$ cat src/rtl/exe_div_ctrl_if.sv
// Interface between IX/WB and the divide issue controller.
// The IX/WB side uses the master modport and the controller uses the slave modport.
interface exe_div_ctrl_if #(
  parameter int unsigned MAX_INFLIGHT = 8
);
  localparam int unsigned CW = $clog2(MAX_INFLIGHT + 1);

  logic          ix_div_req;
  logic [4:0]    ix_div_rd;
  logic [4:0]    ix_rs1_idx;
  logic [4:0]    ix_rs2_idx;
  logic          ix_rs1_used;
  logic          ix_rs2_used;
  logic          ix_div_spec;
  logic          wb_do_branch;
  logic          wb_branch_retire;
  logic          div_valid_in;

  logic          div_grant;
  logic          div_raw_stall;
  logic          div_full;
  logic          div_wb_en;
  logic          div_wb_busy_next;
  logic [CW-1:0] div_inflight_cnt;

  modport master (
    output ix_div_req, ix_div_rd, ix_rs1_idx, ix_rs2_idx, ix_rs1_used, ix_rs2_used,
           ix_div_spec, wb_do_branch, wb_branch_retire, div_valid_in,
    input  div_grant, div_raw_stall, div_full, div_wb_en, div_wb_busy_next,
           div_inflight_cnt
  );

  modport slave (
    input  ix_div_req, ix_div_rd, ix_rs1_idx, ix_rs2_idx, ix_rs1_used, ix_rs2_used,
           ix_div_spec, wb_do_branch, wb_branch_retire, div_valid_in,
    output div_grant, div_raw_stall, div_full, div_wb_en, div_wb_busy_next,
           div_inflight_cnt
  );
endinterface

$ cat src/rtl/exe_div_ctrl.sv
// Divide issue controller. It tracks in-flight divides in a shift pipe that mirrors the divider latency,
// stalls RAW and over-capacity issues, and kills speculative divides when a branch is taken.
module exe_div_ctrl #(
  parameter int unsigned LATENCY      = 18,
  parameter int unsigned MAX_INFLIGHT = 8
) (
  input  logic               clk,
  input  logic               rst,
  exe_div_ctrl_if.slave      bus
);
  localparam int unsigned CW = $clog2(MAX_INFLIGHT + 1);

  logic [LATENCY-1:0]      v_q, v_d;
  logic [LATENCY-1:0]      s_q, s_d;
  logic [LATENCY-1:0][4:0] rd_q, rd_d;
  logic [CW-1:0]           cnt_q, cnt_d;

  logic        tail_live;
  logic        raw;
  logic        full;
  logic        grant;
  logic        kill;
  int unsigned kill_n;
  int          cnt_calc;

  always_comb begin
    v_d      = '0;
    s_d      = '0;
    rd_d     = '0;
    raw      = 1'b0;
    kill     = 1'b0;
    kill_n   = 0;
    cnt_calc = 0;

    tail_live = v_q[LATENCY-1];

    for (int unsigned k = 0; k < LATENCY; k++) begin
      if (v_q[k] && rd_q[k] != 5'd0 &&
          ((bus.ix_rs1_used && rd_q[k] == bus.ix_rs1_idx) ||
           (bus.ix_rs2_used && rd_q[k] == bus.ix_rs2_idx)))
        raw = 1'b1;
    end

    full  = (cnt_q == CW'(MAX_INFLIGHT)) && !tail_live;
    grant = !rst && bus.ix_div_req && !raw && !full && !bus.wb_do_branch;

    v_d[0]  = grant;
    s_d[0]  = grant && bus.ix_div_spec;
    rd_d[0] = bus.ix_div_rd;

    // The flush looks at the spec bits before this edge's retire clear. The tail is never
    // killed: it commits this cycle.
    for (int unsigned k = 1; k < LATENCY; k++) begin
      kill = bus.wb_do_branch && s_q[k-1];
      if (v_q[k-1] && kill)
        kill_n = kill_n + 1;
      v_d[k]  = v_q[k-1] && !kill;
      s_d[k]  = v_q[k-1] && !kill && s_q[k-1] && !bus.wb_branch_retire;
      rd_d[k] = rd_q[k-1];
    end

    cnt_calc = int'(cnt_q) + int'(grant) - int'(tail_live) - int'(kill_n);
    cnt_d    = CW'(cnt_calc);
  end

  always_ff @(posedge clk or posedge rst) begin
    if (rst) begin
      v_q   <= '0;
      s_q   <= '0;
      rd_q  <= '0;
      cnt_q <= '0;
    end else begin
      v_q   <= v_d;
      s_q   <= s_d;
      rd_q  <= rd_d;
      cnt_q <= cnt_d;
    end
  end

  assign bus.div_grant        = grant;
  assign bus.div_raw_stall    = raw;
  assign bus.div_full         = full;
  assign bus.div_wb_en        = bus.div_valid_in && tail_live;
  assign bus.div_wb_busy_next = v_q[LATENCY-2];
  assign bus.div_inflight_cnt = cnt_q;

  cnt_range_a: assert property (@(posedge clk) disable iff (rst)
    (cnt_calc >= 0) && (cnt_calc <= int'(MAX_INFLIGHT)));
endmodule

$ cat src/flat_wrapper.sv
// flat-port wrapper written by rule: the top's interface ports become plain ports
module exe_div_ctrl_flat 
#(
  parameter int unsigned LATENCY      = 18,
  parameter int unsigned MAX_INFLIGHT = 8
)
  (clk, rst, bus_ix_div_req, bus_ix_div_rd, bus_ix_rs1_idx, bus_ix_rs2_idx, bus_ix_rs1_used, bus_ix_rs2_used, bus_ix_div_spec, bus_wb_do_branch, bus_wb_branch_retire, bus_div_valid_in, bus_div_grant, bus_div_raw_stall, bus_div_full, bus_div_wb_en, bus_div_wb_busy_next, bus_div_inflight_cnt);
  exe_div_ctrl_if #(.MAX_INFLIGHT(MAX_INFLIGHT)) bus_i ();
  input  logic clk;
  input  logic rst;
  input wire logic [$bits(bus_i.ix_div_req)-1:0] bus_ix_div_req;
  input wire logic [$bits(bus_i.ix_div_rd)-1:0] bus_ix_div_rd;
  input wire logic [$bits(bus_i.ix_rs1_idx)-1:0] bus_ix_rs1_idx;
  input wire logic [$bits(bus_i.ix_rs2_idx)-1:0] bus_ix_rs2_idx;
  input wire logic [$bits(bus_i.ix_rs1_used)-1:0] bus_ix_rs1_used;
  input wire logic [$bits(bus_i.ix_rs2_used)-1:0] bus_ix_rs2_used;
  input wire logic [$bits(bus_i.ix_div_spec)-1:0] bus_ix_div_spec;
  input wire logic [$bits(bus_i.wb_do_branch)-1:0] bus_wb_do_branch;
  input wire logic [$bits(bus_i.wb_branch_retire)-1:0] bus_wb_branch_retire;
  input wire logic [$bits(bus_i.div_valid_in)-1:0] bus_div_valid_in;
  output wire logic [$bits(bus_i.div_grant)-1:0] bus_div_grant;
  output wire logic [$bits(bus_i.div_raw_stall)-1:0] bus_div_raw_stall;
  output wire logic [$bits(bus_i.div_full)-1:0] bus_div_full;
  output wire logic [$bits(bus_i.div_wb_en)-1:0] bus_div_wb_en;
  output wire logic [$bits(bus_i.div_wb_busy_next)-1:0] bus_div_wb_busy_next;
  output wire logic [$bits(bus_i.div_inflight_cnt)-1:0] bus_div_inflight_cnt;
  assign bus_i.ix_div_req = bus_ix_div_req;
  assign bus_i.ix_div_rd = bus_ix_div_rd;
  assign bus_i.ix_rs1_idx = bus_ix_rs1_idx;
  assign bus_i.ix_rs2_idx = bus_ix_rs2_idx;
  assign bus_i.ix_rs1_used = bus_ix_rs1_used;
  assign bus_i.ix_rs2_used = bus_ix_rs2_used;
  assign bus_i.ix_div_spec = bus_ix_div_spec;
  assign bus_i.wb_do_branch = bus_wb_do_branch;
  assign bus_i.wb_branch_retire = bus_wb_branch_retire;
  assign bus_i.div_valid_in = bus_div_valid_in;
  assign bus_div_grant = bus_i.div_grant;
  assign bus_div_raw_stall = bus_i.div_raw_stall;
  assign bus_div_full = bus_i.div_full;
  assign bus_div_wb_en = bus_i.div_wb_en;
  assign bus_div_wb_busy_next = bus_i.div_wb_busy_next;
  assign bus_div_inflight_cnt = bus_i.div_inflight_cnt;
  exe_div_ctrl #(.LATENCY(LATENCY), .MAX_INFLIGHT(MAX_INFLIGHT)) u_core (.clk(clk), .rst(rst), .bus(bus_i));
endmodule
$ cat config.mk
export PLATFORM = sky130hd
export DESIGN_NAME = exe_div_ctrl_flat
export DESIGN_NICKNAME = d
export VERILOG_FILES = /design/src/rtl/exe_div_ctrl_if.sv /design/src/rtl/exe_div_ctrl.sv /design/src/flat_wrapper.sv
export SDC_FILE = /design/constraint.sdc
export NUM_CORES = 1
export LEC_CHECK = 0
export BUFFER_PORTS_ARGS = -buffer_cell sky130_fd_sc_hd__buf_4
export CORE_MARGIN = 5
export CORE_UTILIZATION = 61
export DETAILED_ROUTE_END_ITERATION = 10
export GPL_TIMING_DRIVEN = 1
export PLACE_DENSITY = 0.87
export SYNTH_ARGS = -nofsm -noshare
export SYNTH_HDL_FRONTEND = slang
export SYNTH_SLANG_ARGS = --single-unit
export TNS_END_PERCENT = 5
$ cat constraint.sdc
create_clock -name clk -period 11.9 [get_ports clk]
set_input_delay 1.19 -clock clk [delete_from_list [all_inputs] [get_ports clk]]
set_output_delay 1.19 -clock clk [all_outputs]
set_load 0.01 [all_outputs]
-- Yosys cells after proc, flatten, opt, wreduce, memory -nomap -nowiden
Cells that the tools add are included.
- equality and inequality tests: 37
- multiplexer cells: 35
- shift operators: 0
- $mul: 0
- $add $sub $neg: 19
- bitwise logic cells: 0
- reductions and logical operators: 221
- $lt $le $gt $ge: 0
- div/mod/pow operators: 0
- operators by type and width (operator ; count):
    $eq 5x5->1 ; 36
    $logic_and 1x1->1 ; 162
    $reduce_bool 5->1 ; 18
    $mux 4 ; 15
    $add 4x1->4 const B ; 14
    $logic_not 1->1 ; 23
    $mux 1 ; 19
    $logic_or 1x1->1 ; 18
    $add 4x1->4 ; 1
    $eq 4x4->1 const B ; 1
    $sub 4x2->4 ; 1
    $sub 4x4->4 ; 1
    $add 2x1->3 const B ; 1
    $add 1x1->2 const B ; 1
    $mux 2 ; 1
- memories: 0
- word-level logic and storage cells: 333
- output and inout port bits: 9
- register bits after elaboration: 129
- bits of input ports: 24
- ROM bits: 0
- RAM bits: 0
- bits in latches: 0

-- Logic depth before layout (Yosys ltp)
Gate-level depths: netlist of run 1.
- depth after elaboration: 36
- gate-level depth with buffers: 60

-- Worst setup path after synthesis of run 1
OpenSTA, ideal clock, no wires.
- path type: input -> register
- start point: in bus_wb_do_branch
- end point: reg u_core.cnt_q[3], in the netlist u_core.bus.div_inflight_cnt[3]
- arrival: 12.848 ns
- required time: 11.766 ns
- path slack: -1.081 ns
- setup time: 0.134 ns
- stages: 55
- buffers on the path: 8
- cell sequence: buf_4 buf_2 buf_2 buf_2 clkbuf_1 clkbuf_1 nand3_1 ha_1 clkbuf_1 buf_2 xnor2_1 ha_1 o21ai_0 nor2_1 xnor3_1 mux2_2 ha_1 a32oi_1 [19 not listed] ha_1 xnor2_1 nor3_2 nor4_4 mux2_4 ha_1 o21ai_0 fa_1 ha_1 fa_1 xnor2_1 xnor2_1 xnor2_1 xnor2_1 xnor3_1 xor2_1 xnor3_1 xnor3_1
- RTL lines (what ; line ; source):
    start: declaration ; flat_wrapper.sv:18 ; input wire logic [$bits(bus_i.wb_do_branch)-1:0] bus_wb_do_branch;
    end signal: assignment ; exe_div_ctrl.sv:76 ; cnt_q <= cnt_d;
    end: declaration ; exe_div_ctrl.sv:16 ; logic [CW-1:0] cnt_q, cnt_d;

==> results of run 1 <==
worst max path at each step:
| stage | to | slack, ns |
|---|---|---|
| 2_1_floorplan | u_core.bus.div_inflight_cnt[3]$_DFF_PP0_ | 0.04 |
| 3_3_place_gp | u_core.bus.div_inflight_cnt[3]$_DFF_PP0_ | 0.47 |
| 3_5_place_dp | u_core.bus.div_inflight_cnt[3]$_DFF_PP0_ | 0.13 |
| 4_1_cts | u_core.bus.div_inflight_cnt[3]$_DFF_PP0_ | 0.53 |
| 5_1_grt | u_core.bus.div_inflight_cnt[3]$_DFF_PP0_ | 0.0009 |
| 6_report | u_core.bus.div_inflight_cnt[3]$_DFF_PP0_ | 0.58 |
stage by stage:
stage	worst slack [ns]	instance area (um2)	hold slack, ns	power (mW)
3_5_place_dp	0.1275	8508	0.4361	0.6864
6_report	0.5815	9155	0.4493	1.202
5_1_grt	0.0009361	9155	0.4673	1.251
2_1_floorplan	0.03728	8192	0.4196	0.6319
4_1_cts	0.5340	9107	0.4484	1.207
3_3_place_gp	0.4672	8508	0.4336	0.6784
timing repair:
action                     in CTS  in global routing
setup endpoints to repair       0                  1
setup buffers                   0                  1
resized for setup               0                  5
state kept, by name, summed over array words and instances, names as in the netlist:
| name | count |
|---|---|
| u_core.bus.div_inflight_cnt | 4 |
| u_core.rd_q | 5 |
| u_core.v_q | 18 |
| u_core.s_q | 17 |
| u_core.rd_d | 85 |
routing by layer:
metal / track usage / routed length [um] / vias up
met5: 0 / 0 / -
met4: 0.08291 / 560 / 0
met3: 0.04435 / 1243 / 55
met2: 0.4473 / 10050 / 294
met1: 0.3367 / 8145 / 3154
li1: - / - / 2846
critical path: cells and delay by family:
family                     cells  cell delay, ns
adders and majority gates     11            3.41
and+or+nand+nor                7            0.88
xor gates and xnor gates      14            2.60
muxes                          5            1.34
AOI/OAI and AO/OA              9            1.90
buffers and inverters          2            0.25
cells in the mapped netlist (4+ instances only):
| library cell | count |
|---|---|
| a21boi_0 | 17 |
| a21oi_1 | 15 |
| a31oi_1 | 15 |
| and2_1 | 5 |
| and3_1 | 24 |
| and3b_1 | 7 |
| buf_1 | 6 |
| buf_2 | 4 |
| clkbuf_1 | 24 |
| dfrtp_1 | 129 |
| ha_1 | 18 |
| inv_1 | 13 |
| mux2i_1 | 4 |
| nand2_1 | 32 |
| nand3_1 | 37 |
| nand4_1 | 7 |
| nor2_1 | 28 |
| nor3_1 | 10 |
| nor4_1 | 43 |
| o21ai_0 | 25 |
| o22ai_1 | 8 |
| or4_1 | 19 |
| xnor2_1 | 71 |
| xnor3_1 | 4 |
| xor2_1 | 164 |
layout make-up:
cell class              count  area, um2  area share
inverters                  13      51.30    0.005603
multi-input cells         613       4763      0.5203
clock buffers              20      466.7     0.05098
well taps                 176      220.2     0.02405
repair buffers             39      292.8     0.03198
clock inverters            12      132.6     0.01449
flip-flops and latches    129       3228      0.3526
power by group through the flow:
stage	Clock (mW)	Combinational [mW]	Sequential, mW
2_1_floorplan	0	0.130	0.502
3_3_place_gp	0	0.170	0.509
3_5_place_dp	0	0.177	0.510
4_1_cts	0.523	0.180	0.503
5_1_grt	0.546	0.197	0.507
6_report	0.519	0.180	0.504
cell families (layout without fill, tap and decap cells):
kind of cell               after synthesis  in the layout
adders and majority gates               21             21
buffers and inverters                   48             84
AOI/OAI and AO/OA                      109            109
xor gates and xnor gates               245            245
and+or+nand+nor                        230            230
muxes                                    8              8
DFF                                    129            129
==> impl_metrics.sql, run 1 <==
INSERT INTO impl_metrics (metric_group, metric, value, unit) VALUES
('synthesis', 'synth_mux_area_frac', '0.01141', ''),
('power_and_ir_drop', 'sequentialPowerShare', '0.419', ''),
('setup_path', 'crit_path_start', 'bus_wb_do_branch', ''),
('timing', 'max-slew-margin-rel', '0.4594', ''),
('clocking', 'total_cts_buffers', '17', ''),
('min_path', 'holdPathEnd', 'u_core.rd_d[13]$_DFF_PP0_', ''),
('cells_and_area', 'fill_cell_total_of_the_finished_layout', '929', ''),
('clocking', 'clkSlewWorstSetupHoldPaths', '0.05', 'ns'),
('synthesis', 'ys_dominant_reg_cell', 'dfrtp_1', ''),
('setup_path', 'crit-reg2reg-capture', 'u_core.bus.div_inflight_cnt[3]$_DFF_PP0_', ''),
('grt', 'grt_util_all_layers', '0.2599', ''),
('synthesis', 'synth_top_cells_by_area', 'dfrtp_1 (40%), xor2_1 (18%), xnor2_1 (7.7%), nor4_1 (3.3%), ha_1 (2.8%)', ''),
('clocking', 'cts.sinks', '129', ''),
('synthesis', 'avgSynthCellArea', '10.27', 'um2'),
('detailed_routing', 'drt_first_pass_iters', '5', ''),
('timing', 'worst-slew-pin-transition', '0.8109', 'ns'),
('power_and_ir_drop', 'power.clock.fraction', '0.432', ''),
('cells_and_area', 'utilization', '0.6969', ''),
('synthesis', 'async_flop_share', '1.000', ''),
('synthesis', 'synth_cells', '790', ''),
('setup_path', 'slowest_library_cell_on_the_worst_path', 'fa_1', ''),
('detailed_routing', 'route.vias.total', '6349', ''),
('min_path', 'hold_depth', '0', ''),
('synthesis', 'synth_seq_cells', '129', ''),
('clocking', 'cts_tree', 'built', ''),
('grt', 'grt_first_pass_wirelength', '32.86', 'mm'),
('synthesis', 'synth.yosys.warnings', '0', ''),
('synthesis', 'post_synth_edffs', '0', ''),
('clocking', 'max-clock-path-buffers', '2', ''),
('power_and_ir_drop', 'power_per_cell_area', '131.3', 'mW/mm2'),
('detailed_routing', 'detailedRoute.firstIterationViolations', '754', ''),
('cells_and_area', 'commonest_cells_after_routing_fill_and_taps_aside', 'xor2_1 (164), dfrtp_1 (129), xnor2_1 (71), nor4_1 (43), buf_4 (39)', ''),
('timing', 'grt_setup_unrepaired', 'no', ''),
('timing', 'timing.final.max_slew_violations', '0', ''),
('run', 'max-cap-violations', '0', ''),
('cells_and_area', 'mostFrequentLayoutCell', 'xor2_1', ''),
('setup_path', 'worst_ep_arrival_time', '11.61', 'ns'),
('timing', 'period_share', '0.9511', ''),
('synthesis', 'compound_cell_area_share_of_the_yosys_netlist', '0.09022', ''),
('setup_path', 'worst_path_largest_cell_delay', '0.45', 'ns'),
('die', 'io_pins', '33', ''),
('grt', 'grt_pass1_vias', '6418', ''),
('timing', 'fmax', '88.35', 'MHz'),
('synthesis', 'yosys.area_share.xor_xnor', '0.2810', ''),
('cells_and_area', 'synthToLayoutAreaGrowth', '12.85', '%'),
('setup_path', 'criticalPathCategory', 'in -> reg', ''),
('synthesis', 'post-synth-top-area-cell', 'dfrtp_1', ''),
('detailed_routing', 'drt-vias-per-instance', '6.336', ''),
('setup_path', 'timing.critical_path.to_type', 'flip-flop', ''),
('synthesis', 'post_synth_instance_area', '0.008113', 'mm2'),
('setup_path', 'ff2ff_setup_slack', '1.00', 'ns'),
('die', 'floorplan.die.width', '125.3', 'um'),
('synthesis', 'synth_simple_gate_area_share', '0.1610', ''),
('clocking', 'cts-root-buf', 'clkbuf_16', ''),
('timing', 'setup_viol', '0', ''),
('clocking', 'clk-insertion-delay-late', '0.42', 'ns'),
('power_and_ir_drop', 'internal-power', '0.8760', 'mW'),
('run_status', 'outcome', 'finished clean', ''),
('placement', 'placement.io_buffers', '32', ''),
('synthesis', 'synth_sequential_area_ratio', '0.3979', ''),
('detailed_routing', 'avgRoutedWirePerCell', '19.96', 'um'),
('timing', 'tns', '0', 'ns'),
('die', 'core-area', '0.01314', 'mm2'),
('detailed_routing', 'route.final.wire_length', '20.00', 'mm'),
('cells_and_area', 'antenna-diode-count', '0', ''),
('cells_and_area', 'design.final.nets', '858', ''),
('die', 'fp.dieArea', '0.01571', 'mm2'),
('min_path', 'min-delay-start', 'u_core.rd_d[8]$_DFF_PP0_', ''),
('grt', 'grt_overflow', '0', ''),
('power_and_ir_drop', 'sw_ratio', '0.2712', ''),
('timing', 'period_minus_slack', '11.32', 'ns');
Note: power is estimated with default switching activity, not from simulation.
==> inputs of run 2 (changes only) <==
--- a/config.mk
+++ b/config.mk
@@ -7,10 +7,10 @@
 export LEC_CHECK = 0
 export BUFFER_PORTS_ARGS = -buffer_cell sky130_fd_sc_hd__buf_4
 export CORE_MARGIN = 5
-export CORE_UTILIZATION = 61
+export CORE_UTILIZATION = 45
 export DETAILED_ROUTE_END_ITERATION = 10
 export GPL_TIMING_DRIVEN = 1
-export PLACE_DENSITY = 0.87
+export PLACE_DENSITY = 0.69
 export SYNTH_ARGS = -nofsm -noshare
 export SYNTH_HDL_FRONTEND = slang
 export SYNTH_SLANG_ARGS = --single-unit
==> run 2 against run 1 <==
Compared with the run above:
- hold slack better by 0.0031 ns
- utilization is 18 points lower
- register-to-register slack better by 0.06 ns
- cell count is 5.2% higher
- die area is 33% higher
- first-iteration DRC count is 43% lower
- combinational power is 3% lower
- critical path type unchanged
- global-route usage is 6.5 points lower
- sequential cell count stayed put
==> impl_metrics.sql, run 2 (synthesized netlist as in run 1, its figures left out) <==
INSERT INTO impl_metrics (metric_group, metric, value, unit) VALUES
('die', 'fp.dieArea', '0.02081', 'mm2'),
('setup_path', 'slowest_library_cell_on_the_worst_path', 'fa_1', ''),
('die', 'io_pins', '33', ''),
('setup_path', 'worst_path_largest_cell_delay', '0.44', 'ns'),
('run_status', 'outcome', 'finished clean', ''),
('timing', 'fmax', '89.25', 'MHz'),
('grt', 'pin_count_of_the_biggest_net_entering_global_routing', '78', ''),
('timing', 'worst-slew-pin-transition', '0.9634', 'ns'),
('clocking', 'cts-root-buf', 'clkbuf_16', ''),
('timing', 'timing.final.max_slew_violations', '0', ''),
('detailed_routing', 'drt.antenna.violating_nets', '0', ''),
('detailed_routing', 'post-route-drc-count', '0', ''),
('placement', 'dpl.hpwl', '13.13', 'mm'),
('power_and_ir_drop', 'power_per_cell_area', '130.2', 'mW/mm2'),
('cells_and_area', 'antenna-diode-count', '0', ''),
('power_and_ir_drop', 'sw_ratio', '0.2546', ''),
('grt', 'grt_overflow', '0', ''),
('detailed_routing', 'drt-vias-per-instance', '5.700', ''),
('detailed_routing', 'route.vias.total', '6008', ''),
('power_and_ir_drop', 'sequentialPowerShare', '0.422', ''),
('grt', 'grt_first_pass_wirelength', '31.68', 'mm'),
('timing', 'setup_viol', '0', ''),
('timing', 'hold_viol_final', '0', ''),
('cells_and_area', 'commonest_cells_after_routing_fill_and_taps_aside', 'xor2_1 (164), dfrtp_1 (129), xnor2_1 (71), nor4_1 (43), buf_4 (39)', ''),
('detailed_routing', 'avgRoutedWirePerCell', '18.09', 'um'),
('run', 'max-cap-violations', '0', ''),
('setup_path', 'criticalPathCategory', 'in -> reg', ''),
('placement', 'gp_routability_congestion', '0.8603', ''),
('clocking', 'cts.sinks', '129', ''),
('cells_and_area', 'largest_register_ff_count', '85', ''),
('clocking', 'cts_tree', 'built', ''),
('die', 'core-area', '0.01784', 'mm2'),
('power_and_ir_drop', 'power', '1.194', 'mW'),
('cells_and_area', 'synthToLayoutAreaGrowth', '12.99', '%'),
('grt', 'grt_util_all_layers', '0.1947', ''),
('timing', 'grt_setup_unrepaired', 'no', ''),
('die', 'die-height', '144.3', 'um'),
('timing', 'max-slew-margin-rel', '0.3577', ''),
('clocking', 'clkSlewWorstSetupHoldPaths', '0.05', 'ns'),
('power_and_ir_drop', 'internal-power', '0.8897', 'mW'),
('die', 'initial_core_util', '0.4547', ''),
('die', 'floorplan.die.width', '144.3', 'um'),
('timing', 'period_share', '0.9415', ''),
('power_and_ir_drop', 'pwr-share-comb', '0.145', ''),
('power_and_ir_drop', 'static-leakage-power', '3.955', 'nW'),
('detailed_routing', 'drt_first_pass_iters', '5', ''),
('setup_path', 'cp_data_required_time', '12.19', 'ns'),
('timing', 'period_minus_slack', '11.20', 'ns'),
('detailed_routing', 'detailedRoute.firstIterationViolations', '431', ''),
('setup_path', 'critPathLaunchType', 'input pin', ''),
('timing', 'tns', '0', 'ns'),
('power_and_ir_drop', 'worst_ir_drop_vdd', '87.28', 'uV'),
('detailed_routing', 'route.final.wire_length', '19.06', 'mm'),
('clocking', 'postCtsHoldBufs', '0', ''),
('clocking', 'clk-insertion-delay-late', '0.42', 'ns'),
('clocking', 'total_cts_buffers', '17', ''),
('setup_path', 'worst_ep_arrival_time', '11.49', 'ns'),
('die', 'site_rows', '49', ''),
('timing', 'finClkSkew', '0.008329', 'ns'),
('clocking', 'cts-htree-levels', '4', ''),
('cells_and_area', 'design.final.nets', '858', ''),
('min_path', 'hp-class', 'reg -> reg', ''),
('placement', 'placement.io_buffers', '32', ''),
('cells_and_area', 'drive_gt1_frac', '0.1127', ''),
('power_and_ir_drop', 'power.clock.fraction', '0.433', ''),
('grt', 'antenna_found_initial', '0', ''),
('setup_path', 'timing.critical_path.to_type', 'flip-flop', ''),
('clocking', 'max-clock-path-buffers', '2', ''),
('power_and_ir_drop', 'netSwitchingPower', '0.3039', 'mW'),
('grt', 'grt_pass1_vias', '5926', ''),
('setup_path', 'crit_path_max_fanout', '6', ''),
('cells_and_area', 'mostFrequentLayoutCell', 'xor2_1', '');
run 2: timing repair:
action	4_1_cts	5_1_grt
setup buffers	0	2
endpoints found under the hold margin	0	0
resized for setup	0	1
endpoints found under the setup margin	0	1
run 2: cell type report:
cell class | count | area, um2
timing repair buffer | 39 | 292.8
sequential | 129 | 3228
multi-input combinational | 613 | 4726
fill | 1618 | 8675
clock inverter | 5 | 102.6
inverter | 13 | 51.30
clock buffer | 26 | 479.2
tap | 229 | 286.5
run 2: path summary, 6_finish.rpt:
check	cells after the start	slack [ns]	end	startpoint
max in group asynchronous	3	9.60	u_core.rd_d[34]$_DFF_PP0_	rst
min reg2reg	0	0.45	u_core.rd_d[89]$_DFF_PP0_	u_core.rd_d[84]$_DFF_PP0_
max	48	0.70	u_core.bus.div_inflight_cnt[3]$_DFF_PP0_	bus_wb_do_branch
max reg2reg	47	1.06	u_core.bus.div_inflight_cnt[3]$_DFF_PP0_	u_core.v_q[0]$_DFF_PP0_
min	0	0.45	u_core.rd_d[89]$_DFF_PP0_	u_core.rd_d[84]$_DFF_PP0_
min in group asynchronous	2	0.87	u_core.s_q[6]$_DFF_PP0_	rst
run 2: stage by stage:
| step | worst slack (ns) | area, um2 | hold slack, ns | utilization | instances |
|---|---|---|---|---|---|
| 2_1_floorplan | 0.03728 | 8192 | 0.4196 | - | 790 |
| 3_3_place_gp | 0.3926 | 8567 | 0.4383 | 0.4802 | 1021 |
| 3_5_place_dp | 0.1428 | 8567 | 0.4410 | 0.4802 | 1021 |
| 4_1_cts | 0.5738 | 9149 | 0.4497 | 0.5128 | 1052 |
| 5_1_grt | 0.02345 | 9166 | 0.4655 | 0.5138 | 1054 |
| 6_report | 0.6956 | 9166 | 0.4524 | 0.5138 | 1054 |
run 2: routing by layer:
layer	GRT usage	vias to the layer above	share of wire
li1	-	2852	-
met1	0.2688	2961	0.46
met2	0.3033	165	0.47
met3	0.04431	30	0.050
met4	0.06775	0	0.020
met5	0	-	0
run 2: power by group through the flow:
stage	clock network (mW)	registers, mW	logic, mW
finish	0.517	0.503	0.174
global route	0.551	0.507	0.196
CTS	0.525	0.503	0.177
detailed placement	0	0.510	0.176
global placement	0	0.510	0.171
floorplan	0	0.502	0.130
run 2: worst max-delay path: cells and delay by family:
family                   cells  cell delay, ns
AND/OR/NAND/NOR              7            0.82
buffers and inverters        2            0.19
AO/OA/AOI/OAI                9            1.91
XOR/XNOR                    14            2.58
multiplexers                 5            1.30
adder cells (fa/ha/maj)     11            3.48
